<file path="config.mk">
export PLATFORM = sky130hd
export DESIGN_NAME = push_window
export DESIGN_NICKNAME = d
export VERILOG_FILES = /design/src/rtl/push_window.sv
export SDC_FILE = /design/constraint.sdc
export NUM_CORES = 1
export LEC_CHECK = 0
export CAP_MARGIN = 20
export CORE_MARGIN = 2
export CORE_UTILIZATION = 45
export CTS_CLUSTER_DIAMETER = 120
export DETAILED_ROUTE_END_ITERATION = 16
export PLACE_DENSITY = 0.75
export SYNTH_ARGS = -nofsm -noshare
export SYNTH_HDL_FRONTEND = slang
export SYNTH_SLANG_ARGS = --single-unit
</file>
<file path="constraint.sdc">
create_clock -name CLK -period 1.8 [get_ports CLK]
set_clock_uncertainty 0.15 [all_clocks]
set_input_delay 0.18 -clock CLK [delete_from_list [all_inputs] [get_ports CLK]]
set_output_delay 0.18 -clock CLK [all_outputs]
set_load 0.02 [all_outputs]
</file>
<file path="src/rtl/push_window.sv">
// push_window: stretches each delayed push pulse into a write-enable window of
// NWORDS+1 cycles. Pushes arriving during a window are queued and served
// back-to-back; window starts are counted and a dropped push sets a sticky flag.
module push_window #(
  parameter int PEND_W  = 4,
  parameter int EVCNT_W = 12
) (
  input  logic               CLK,
  input  logic               RST,
  input  logic               PUSH,
  input  logic [4:0]         NWORDS,
  output logic               WE,
  output logic [4:0]         WCNT,
  output logic               FIRST,
  output logic               LAST,
  output logic               BUSY,
  output logic [PEND_W-1:0]  PEND,
  output logic [EVCNT_W-1:0] EVCNT,
  output logic               OVFL
);

  // state | meaning
  // IDLE  | no window active, WE low, queue empty
  // WIN   | window active, WE high, WCNT counts words
  typedef enum logic {S_IDLE, S_WIN} state_t;

  localparam logic [PEND_W-1:0] PEND_MAX = '1;

  state_t               r_state, w_state_nxt;
  logic [4:0]           r_wcnt,  w_wcnt_nxt;
  logic [4:0]           r_len,   w_len_nxt;
  logic                 r_first, w_first_nxt;
  logic                 r_last,  w_last_nxt;
  logic                 r_busy,  w_busy_nxt;
  logic [PEND_W-1:0]    r_pend,  w_pend_nxt;
  logic [EVCNT_W-1:0]   r_evcnt, w_evcnt_nxt;
  logic                 r_ovfl,  w_ovfl_nxt;
  logic                 w_start;

  // A new window may begin when idle or on the last word of the current one.
  assign w_start = ((r_state == S_IDLE) || r_last) && (PUSH || (r_pend != '0));

  // Register all state; reset clears any window in progress and the queue.
  always_ff @(posedge CLK) begin
    if (RST) begin
      r_state <= S_IDLE;
      r_wcnt  <= '0;
      r_len   <= '0;
      r_first <= 1'b0;
      r_last  <= 1'b0;
      r_busy  <= 1'b0;
      r_pend  <= '0;
      r_evcnt <= '0;
      r_ovfl  <= 1'b0;
    end else begin
      r_state <= w_state_nxt;
      r_wcnt  <= w_wcnt_nxt;
      r_len   <= w_len_nxt;
      r_first <= w_first_nxt;
      r_last  <= w_last_nxt;
      r_busy  <= w_busy_nxt;
      r_pend  <= w_pend_nxt;
      r_evcnt <= w_evcnt_nxt;
      r_ovfl  <= w_ovfl_nxt;
    end
  end

  // Next-state, window counters and pending-queue bookkeeping.
  always_comb begin
    w_state_nxt = r_state;
    w_wcnt_nxt  = r_wcnt;
    w_len_nxt   = r_len;
    w_first_nxt = 1'b0;
    w_last_nxt  = 1'b0;
    w_pend_nxt  = r_pend;
    w_evcnt_nxt = r_evcnt;
    w_ovfl_nxt  = r_ovfl;

    if (w_start) begin
      // Length is captured here so NWORDS changes mid-window are ignored.
      w_state_nxt = S_WIN;
      w_wcnt_nxt  = '0;
      w_len_nxt   = NWORDS;
      w_first_nxt = 1'b1;
      w_last_nxt  = (NWORDS == 5'd0);
      w_evcnt_nxt = r_evcnt + 1'b1;
    end else if (r_state == S_WIN) begin
      if (r_last) begin
        w_state_nxt = S_IDLE;
        w_wcnt_nxt  = '0;
      end else begin
        w_wcnt_nxt  = r_wcnt + 5'd1;
        w_last_nxt  = ((r_wcnt + 5'd1) == r_len);
      end
    end

    // A push coinciding with a start cancels out; a start alone drains one.
    case ({PUSH, w_start})
      2'b10: begin
        if (r_pend == PEND_MAX) w_ovfl_nxt = 1'b1;
        else                    w_pend_nxt = r_pend + 1'b1;
      end
      2'b01:   w_pend_nxt = r_pend - 1'b1;
      default: w_pend_nxt = r_pend;
    endcase

    w_busy_nxt = (w_state_nxt == S_WIN) || (w_pend_nxt != '0);
  end

  assign WE    = (r_state == S_WIN);
  assign WCNT  = r_wcnt;
  assign FIRST = r_first;
  assign LAST  = r_last;
  assign BUSY  = r_busy;
  assign PEND  = r_pend;
  assign EVCNT = r_evcnt;
  assign OVFL  = r_ovfl;

endmodule

</file>
Yosys cells after proc, flatten, opt, wreduce, memory -nomap -nowiden:

Cells that the tools add are included.

* bits of input ports: 8
* flip-flop bits (word level): 31
* word-level logic and storage cells: 37

* equality and inequality tests: 4
* bitwise operators: 1
* multiplexer cells: 10
* reduce and logical (&&, ||, !) cells: 9
* add/subtract/negate cells: 4

Operators with widths (count)
* 12-bit by 1-bit adder with 12-bit output, second input constant: 1
* 4-bit case mux with 2 select lines: 1
* 4-bit nonzero test: 2
* 1-bit 2-to-1 mux: 7
* 5-bit by 1-bit adder with 5-bit output, second input constant: 1
* 5-bit equality test: 1
* 5-bit zero test: 1
* 5-bit 2-to-1 mux: 1
* 4-bit by 1-bit adder with 4-bit output, second input constant: 1
* 4-bit equality test, second input constant: 1
* 4-bit 2-to-1 mux: 1
* 4-bit by 1-bit subtractor with 4-bit output, second input constant: 1
* 1-bit logical OR: 3
* 2-bit by 1-bit equality test with 1-bit output, second input constant: 1
* 2-bit equality test, second input constant: 1
* 2-bit AND reduction: 1
* 2-bit OR reduction: 1
* 1-bit logical AND: 1
* 1-bit inverter: 1

Depth between registers and ports, before layout:

Gate-level depths: netlist (run 1).

* word-level depth: 7
* mapped depth: 7

Worst setup path before layout (run 1):

OpenSTA, ideal clock, no wires.

* path type: register -> register
* start point: register r_pend[0], in the netlist PEND[0]
* end point: register r_evcnt[10], in the netlist EVCNT[10]
* path buffers: 1
* cell stages (with the launch flop): 8
* arrival time: 1.889 ns
* clock period less this slack: 2.110 ns
* data required time: 1.580 ns
* slack: -0.310 ns
* path through: dfxtp_1 inv_1 ha_1 or4b_1 buf_6 nand4_4 or4_1 a21oi_1

* word-level cells in the longest chain between the ends: 3

Ends and longest elaborated chain
* start: declaration: RTL line 35 `logic [PEND_W-1:0] r_pend, w_pend_nxt;`
* start signal: assignment: RTL line 62 `r_pend <= w_pend_nxt;`
* 4-bit nonzero test: RTL line 41 `assign w_start = ((r_state == S_IDLE) || r_last) && (PUSH || (r_pend != '0));`
* 1-bit logical OR: RTL line 41
* 1-bit logical AND: RTL line 41
* end signal: assignment: RTL line 63 `r_evcnt <= w_evcnt_nxt;`
* end: declaration: RTL line 36 `logic [EVCNT_W-1:0] r_evcnt, w_evcnt_nxt;`

Every way passes these cells.
A chain may end at the register's enable or synchronous reset.

Worst setup path after layout (run 1):

* start point: register r_pend[1], in the netlist PEND[1]
* end point: register r_evcnt[8], in the netlist EVCNT[8]

Same word-level chain as after synthesis.

==> flow_metrics.tcl, run 1 <==
set metrics [dict create \
    dr_wl_met2_um 1990 \
    cts.path.max_buffers 2 \
    fin_nets 252 \
    rsz0062_at_grt "yes" \
    yosysWarnings 0 \
    synth_enable_flop_cells 0 \
    dp_hpwl_um 2850 \
    clock_latency_ps 330 \
    synth_seq_cells 31 \
    place.gp.congestion 0.819 \
    grt_use_total_pct 20.1 \
    grt_pass1_vias 1406 \
    fmax_mhz 551 \
    cts_tree "done" \
    wl_per_cell_um 13.5 \
    grt_max_degree 12 \
    start_util_pct 47.2 \
    cts_buffers 5 \
    nFillCells 260 \
    place_ws_ps -176 \
    synth_area_per_cell_um2 8.70 \
    worstSetupEndpointType "flop" \
    area_delta_synth_final_pct 46.8 \
    synth_fp_nets 194 \
    synth-main-ff-cell "dfxtp_1" \
    crit_slowest_cell "or4_1" \
    clock-sinks 31 \
    rows 21 \
    drc_errors 0 \
    synth.top_cells.by_count "31 x dfxtp_1, 18 x a21oi_1, 18 x nand2_1" \
    fin_crit_sh_pct 101 \
    cts_hold_buf 0 \
    synthCells 181 \
    synth_top_area_share_pct 39.4 \
    holdCritPathClass "in2reg" \
    n_antenna_cell 0 \
    ys_seq_area_share_pct 39.4 \
    num_io_pins 34 \
    tightestPinTransition_ps 451 \
    worst-setup-path-type "reg2reg" \
    synth.distinct_cells 43 \
    clockRootBuffer "clkbuf_4" \
    avgViaCountPerCell 5.36 \
    ctsHtreeMaxLevel 2 \
    io_buffers 33 \
    die_h_um 63.1 \
    worst_slack_ps -15.4 \
    wl_met1_um 1660 \
    overflow 0 \
    outcome "finished, violations left" \
    path_cells "inv_4 > ha_4 > or4b_4 > nand4_4 > or4_1 > a21oi_1" \
    clkTransAtPathRegs_ps 100 \
    wl_met3_um 154 \
    cp_num_buf_inv 1 \
    die_x_um 63.1 \
    cp-start-kind "flop" \
    crit_family "simple AND/OR/NAND/NOR gates" \
    routed.top_layer "met4" \
    drt_iter0_markers 111 \
    violations "setup timing" \
    maxSlewHeadroom_pct 69.9 \
    worst_ir_drop_vdd_uv 604 \
    num_vias 1533 \
    cp.required_ps 1930 \
    crit_arrival_ps 1940 \
    synthTopCellsByArea "dfxtp_1 39%, a21oi_1 5.7%, xnor2_1 5.6%" \
    setup_violations 1 \
    fp.coreArea_mm2 0.00334 \
    fin_crit_ps 1820 \
    cpPeakStageDelay_ps 530 \
    ant_nets 0 \
    antenna_found_initial 0 \
    layout-drive-gt1-share_pct 27.9 \
    final_hold_viol_count 0 \
    async_flop_share_pct 0 \
    p_leak_uw 0.000977 \
    p_per_area_mw_per_mm2 779 \
    holdWs_ps 277 \
    critPathMaxFanout 6 \
    firstDrtPassIters 6 \
    final_max_slew_viol_count 0 \
    drv_cap 0 \
    dieArea_mm2 0.00399 \
    syn_area_mm2 0.00157 \
    wirelength_um 3860 \
    synth_most_common_cell "dfxtp_1" \
    yosysTopAreaCell "dfxtp_1" \
    grt_pass1_wl_um 6390 \
]
## sequential cells by signal (all words and copies together) (netlist names)
name   flops
r_len      5
FIRST      1
OVFL       1
BUSY       1
LAST       1
WCNT       5
WE         1
EVCNT     12
PEND       4
## per-layer routing
metal  up-vias  GRT usage, %
li1        762             -
met1       727          23.3
met2        38          35.9
met3         6          4.82
met4         0          6.67
met5         -             0
## where the power goes
part           switching (µW)  leakage [µW]  total, µW  internal, µW
sequential               49.6      0.000255        787           737
combinational             306      0.000687        586           280
clock                     237     0.0000353        426           189
## final timing paths
kind,from,end,slack [ps],cells after the start
setup / recovery,PEND[1]$_SDFF_PP0_,EVCNT[8]$_SDFFE_PP0P_,-20,6
hold reg to reg,r_len[1]$_SDFFE_PP0P_,r_len[1]$_SDFFE_PP0P_,330,2
hold / removal,NWORDS[3],r_len[3]$_SDFFE_PP0P_,280,3
setup reg to reg,PEND[1]$_SDFF_PP0_,EVCNT[8]$_SDFFE_PP0P_,-20,6
## timing repair
action / CTS / global route
endpoints found under the setup margin: 14 / 29
gates resized for setup: 6 / 32
setup buffers: 3 / 3
pin swaps: 3 / 14
## cell usage in the layout (no fill, tap or decap), types with 2 or more instances in the layout
cell	count
a211oi_1	2
clkbuf_4	5
inv_4	2
inv_1	4
nor4_1	2
clkdlybuf4s50_1	24
xnor2_1	10
a21oi_1	11
a21oi_2	7
buf_6	4
o31ai_1	2
dfxtp_4	2
nand2_2	4
nor3_1	7
a31oi_1	2
a211oi_2	2
dlymetal6s2s_1	8
xor2_1	3
o21ai_1	5
nand4_1	2
dfxtp_1	28
nand3_1	10
mux2i_1	2
or4_1	3
nand2b_1	2
nand2_1	14
ha_1	4
nor2_1	16
a21boi_0	2
or3_4	2
nor4_4	2
buf_4	23
## worst min-delay path, cell delays in order
cell and delay, ps:
clkdlybuf4s50_1 410, nand2_1 80, a21oi_2 50
## through the flow
| stage | util, % | TNS [ps] | std cells | power, µW | cell area (µm²) |
|---|---|---|---|---|---|
| global route | 69.3 | -272 | 286 | 1900 | 2310 |
| global placement | 63.0 | -1700 | 274 | 1310 | 2100 |
| floorplan | - | -84.9 | 181 | 1120 | 1600 |
| detailed placement | 63.0 | -2430 | 274 | 1330 | 2100 |
| CTS | 66.1 | -18.5 | 285 | 1770 | 2200 |
| finish | 69.3 | -15.4 | 286 | 1800 | 2310 |
## cell type report
class	count	area, µm²	area share, %
flip-flops and latches	31	629	27.2
clock buffers	7	55.1	2.38
multi-input cells	135	970	42.0
clock inverters	1	5.00	0.217
well taps	46	57.6	2.49
inverters	6	27.5	1.19
repair buffers	60	567	24.5
## cell families after synthesis
logic type / synth area share [%]
compound gates: 15.9
xor+xnor: 7.23
fa+ha+maj: 3.97
buf+inv: 5.09
flops: 39.4
mux: 1.99
simple gates: 26.4
Power figures use the tool's default switching activity.
==> run 2, diff against run 1 <==
Settings changed: CORE_MARGIN 2 to unset, HOLD_SLACK_MARGIN set to 0.02.
==> flow_metrics.tcl, run 2 (synthesis results as in run 1) <==
set metrics [dict create \
    clock-sinks 31 \
    start_util_pct 47.2 \
    drt_iter0_markers 52 \
    layout_commonest_cell "dfxtp_1" \
    outcome "finished, violations left" \
    stdcell_area_mm2 0.00230 \
    die_h_um 61.1 \
    final_hold_viol_count 0 \
    cts_hold_buf 0 \
    largest_reg_flops 12 \
    worst_ir_drop_vdd_uv 463 \
    holdCritPathClass "in2reg" \
    cpPeakStageDelay_ps 380 \
    cp-start-kind "flop" \
    cts_tree "done" \
    area_delta_synth_final_pct 46.3 \
    worst_slack_ps -27.7 \
    critPathMaxFanout 9 \
    ant_nets 0 \
    cts_buffers 5 \
    rsz0062_at_grt "yes" \
    antenna_found_initial 0 \
    holdWs_ps 263 \
    final_max_slew_viol_count 0 \
    r2r-start "PEND[1]$_SDFF_PP0_" \
    die_x_um 61.1 \
    p_per_area_mw_per_mm2 855 \
    wirelength_um 3960 \
    avgViaCountPerCell 5.34 \
    p_leak_uw 0.000994 \
    firstDrtPassIters 4 \
    multiInputGateArea_um2 956 \
    cp.required_ps 1920 \
    worstSetupEndpointType "flop" \
    violations "setup timing" \
    hp-start "NWORDS[4]" \
    path_cells "inv_4 > ha_4 > buf_4 > nor4b_4 > buf_12 > or3_4 > a21o_1 > a21oi_1" \
    cp_num_buf_inv 3 \
    tightestPinTransition_ps 488 \
    overflow 0 \
    fmax_mhz 547 \
    nFillCells 263 \
    final_cell_mix "29 x dfxtp_1, 23 x clkdlybuf4s50_1, 22 x buf_4, 18 x nand2_1, 16 x nor2_1" \
    grt_pass1_vias 1450 \
    grt_pass1_wl_um 6580 \
    clkTransAtPathRegs_ps 110 \
    seq_area_um2 628 \
    layout-drive-gt1-share_pct 25.7 \
    setup_violations 2 \
    place.gp.congestion 0.798 \
    clock_latency_ps 350 \
    drv_cap 0 \
    num_io_pins 34 \
    crit_slowest_cell "dfxtp_4" \
    dp_hpwl_um 2840 \
    worst-setup-path-type "reg2reg" \
    fin_crit_ps 1830 \
    grt_use_total_pct 24.3 \
    path_depth 8 \
    fin_crit_sh_pct 102 \
    rows 21 \
    fin_nets 249 \
    io_buffers 33 \
    crit_family "simple AND/OR/NAND/NOR gates" \
    hold_depth 3 \
    fp.coreArea_mm2 0.00334 \
    maxSlewHeadroom_pct 67.3 \
    ctsHtreeMaxLevel 2 \
    placed_cell_area_mm2 0.00211 \
    dieArea_mm2 0.00374 \
    rr_worst_depth 8 \
    startpoint "PEND[1]$_SDFF_PP0_" \
    grt_max_degree 14 \
    drc_errors 0 \
    post-route-util_pct 69.0 \
    n_antenna_cell 0 \
    crit_arrival_ps 1950 \
    num_vias 1512 \
    cts.path.max_buffers 2 \
    wl_per_cell_um 14.0 \
    clockRootBuffer "clkbuf_4" \
]
==> run 2: layer usage <==
| metal | GRT usage (%) | vias up | share of wire, % | wire [µm] |
|---|---|---|---|---|
| met5 | 0 | - | 0 | 0 |
| met4 | 10.1 | 0 | 1.5 | 61 |
| met3 | 6.09 | 9 | 4.0 | 159 |
| met2 | 40.7 | 35 | 51 | 2010 |
| met1 | 29.7 | 716 | 44 | 1730 |
| li1 | - | 752 | - | - |
==> run 2: metrics by stage <==
stage          worst slack, ps  power [µW]  std cells  setup TNS, ps
2_1_floorplan            -84.9        1120        181          -84.9
3_3_place_gp              -174        1330        274          -2490
3_5_place_dp              -227        1350        274          -3290
4_1_cts                  -21.8        1950        283          -23.7
5_1_grt                  -83.2        2080        283           -715
6_report                 -27.7        1970        283          -42.5
==> run 2: worst reg2reg max path, stage by stage, from the launching register on <==
cell and delay (ps):
dfxtp_4 380, inv_4 40, ha_4 150, buf_4 120, nor4b_4 130, buf_12 150, or3_4 370, a21o_1 170
a21oi_1 110
==> run 2: what timing repair did <==
action / CTS / global route
endpoints found under the setup margin: 12 / 32
buffers inserted: 1 / 1
gates resized for setup: 6 / 21
pin swaps: 4 / 3
==> run 2: final cells by class <==
| cell class | count | area share, % |
|---|---|---|
| Tap cell | 46 | 2.50 |
| Clock buffer | 6 | 2.23 |
| Inverter | 6 | 1.20 |
| Sequential cell | 31 | 27.3 |
| Multi-Input combinational cell | 135 | 41.5 |
| Clock inverter | 2 | 1.52 |
| Timing Repair Buffer | 57 | 23.8 |
==> run 2: report_power, final <==
group / switching, µW / total [µW] / internal [µW]
logic: 308 / 601 / 292
registers: 47.8 / 784 / 737
clock network: 257 / 585 / 328
total: 613 / 1970 / 1360
==> run 2: path summary, 6_finish.rpt <==
kind / slack [ps] / to
worst max-delay path: -30 / PEND[0]$_SDFF_PP0_
worst min-delay path: 260 / r_len[4]$_SDFFE_PP0P_
worst max register to register: -30 / PEND[0]$_SDFF_PP0_
worst min register to register: 340 / r_len[2]$_SDFFE_PP0P_
==> run 3, diff against run 2 <==
Settings changed: SKIP_CTS_REPAIR_TIMING set to 1.
==> flow_metrics.tcl, run 3 (synthesis results as in run 1) <==
set metrics [dict create \
    outcome "finished, violations left" \
    violations "setup timing" \
    largest_reg_flops 12 \
    firstDrtPassIters 4 \
    crit_family "simple AND/OR/NAND/NOR gates" \
    cts_buffers 5 \
    worst_slack_ps -58.9 \
    rows 21 \
    avgViaCountPerCell 5.34 \
    placed_cell_area_mm2 0.00211 \
    fin_nets 252 \
    dr_wl_met2_um 2040 \
    num_io_pins 34 \
    fp.coreArea_mm2 0.00334 \
    fmax_mhz 538 \
    dieArea_mm2 0.00374 \
    maxSlewHeadroom_pct 69.2 \
    final_hold_viol_count 0 \
    grt_use_total_pct 23.5 \
    holdCritPathClass "in2reg" \
    wirelength_um 4030 \
    cpPeakStageDelay_ps 500 \
    layout_commonest_cell "dfxtp_1" \
    crit_arrival_ps 2000 \
    grt_pass1_vias 1424 \
    rsz0062_at_grt "yes" \
    drc_errors 0 \
    overflow 0 \
    clock_latency_ps 350 \
    worst_ir_drop_vdd_uv 467 \
    worst-setup-path-type "reg2reg" \
    fin_crit_sh_pct 103 \
    stdcell_area_mm2 0.00235 \
    dp_hpwl_um 2840 \
    ctsHtreeMaxLevel 2 \
    cp_num_buf_inv 2 \
    final_cell_mix "29 x dfxtp_1, 23 x clkdlybuf4s50_1, 22 x buf_4, 18 x nand2_1, 16 x nor2_1" \
    cts_tree "done" \
    total_power_uw 1990 \
    drt_iter0_markers 93 \
    path_cells "inv_4 > ha_4 > or4b_4 > buf_8 > nand4_4 > or4_1 > a21oi_1" \
    final_max_slew_viol_count 0 \
    cts.path.max_buffers 2 \
    tightestPinTransition_ps 460 \
    drv_cap 0 \
    start_util_pct 47.2 \
    wl_met1_um 1750 \
    clockRootBuffer "clkbuf_4" \
    setup_violations 5 \
    p_per_area_mw_per_mm2 845 \
    num_vias 1527 \
    p_leak_uw 0.00102 \
    n_antenna_cell 0 \
    clkTransAtPathRegs_ps 110 \
    worstSetupEndpointType "flop" \
    die_x_um 61.1 \
    crit_slowest_cell "or4_1" \
    routed.top_layer "met4" \
    io_buffers 33 \
    post-route-util_pct 70.5 \
    timing.setup.tns_ps -121 \
    layout-drive-gt1-share_pct 27.5 \
    area_delta_synth_final_pct 49.4 \
    wl_per_cell_um 14.1 \
    wl_met3_um 143 \
    die_h_um 61.1 \
    antenna_found_initial 0 \
    grt_pass1_wl_um 6400 \
    critPathMaxFanout 7 \
    place.gp.congestion 0.798 \
    fin_crit_ps 1860 \
    grt_max_degree 14 \
    ant_nets 0 \
    clock-sinks 31 \
    cp-start-kind "flop" \
    cp.required_ps 1940 \
]
run 3: changes by cell type in the layout (fill, tap and decap cells not counted), sizes merged:
cell,delta
dlygate4sd2,-1
buf,+3
dlymetal6s2s,+1
run 3: metal layers:
metal | global-route usage, % | up-vias
met3 | 6.09 | 13
met5 | 0 | -
li1 | - | 758
met2 | 39.4 | 28
met4 | 10.1 | 0
met1 | 28.5 | 728
run 3: where the power goes:
part | internal (µW) | switching, µW
registers | 737 | 48.0
clock network | 328 | 257
logic | 302 | 315
run 3: final cells by class:
class,count,area (µm²)
Fill cell,248,986
Clock buffer,6,51.3
Tap cell,46,57.6
Multi-Input combinational cell,135,971
Sequential cell,31,628
Clock inverter,2,35.0
Timing Repair Buffer,60,581
Inverter,6,27.5
run 3: worst paths after layout:
path	startpoint	endpoint	slack, ps	cells past startpoint
setup reg to reg	PEND[1]$_SDFF_PP0_	EVCNT[8]$_SDFFE_PP0P_	-60	7
setup / recovery	PEND[1]$_SDFF_PP0_	EVCNT[8]$_SDFFE_PP0P_	-60	7
hold / removal	NWORDS[4]	r_len[4]$_SDFFE_PP0P_	260	3
hold reg to reg	r_len[0]$_SDFFE_PP0P_	r_len[0]$_SDFFE_PP0P_	340	2
run 3: metrics by stage:
step / hold slack [ps] / worst slack, ps / cells
2_1_floorplan: 166 / -84.9 / 181
3_3_place_gp: 313 / -174 / 274
3_5_place_dp: 319 / -227 / 274
4_1_cts: 252 / -126 / 282
5_1_grt: 289 / -111 / 286
6_report: 261 / -58.9 / 286
run 3: worst register-to-register path: cells and delay by family (launching register included):
| family | cells | cell delay [ps] |
|---|---|---|
| AND/OR/NAND/NOR | 3 | 820 |
| flip-flops | 1 | 370 |
| buffers and inverters | 2 | 170 |
| adder cells (fa/ha/maj) | 1 | 150 |
| AO/OA/AOI/OAI | 1 | 140 |
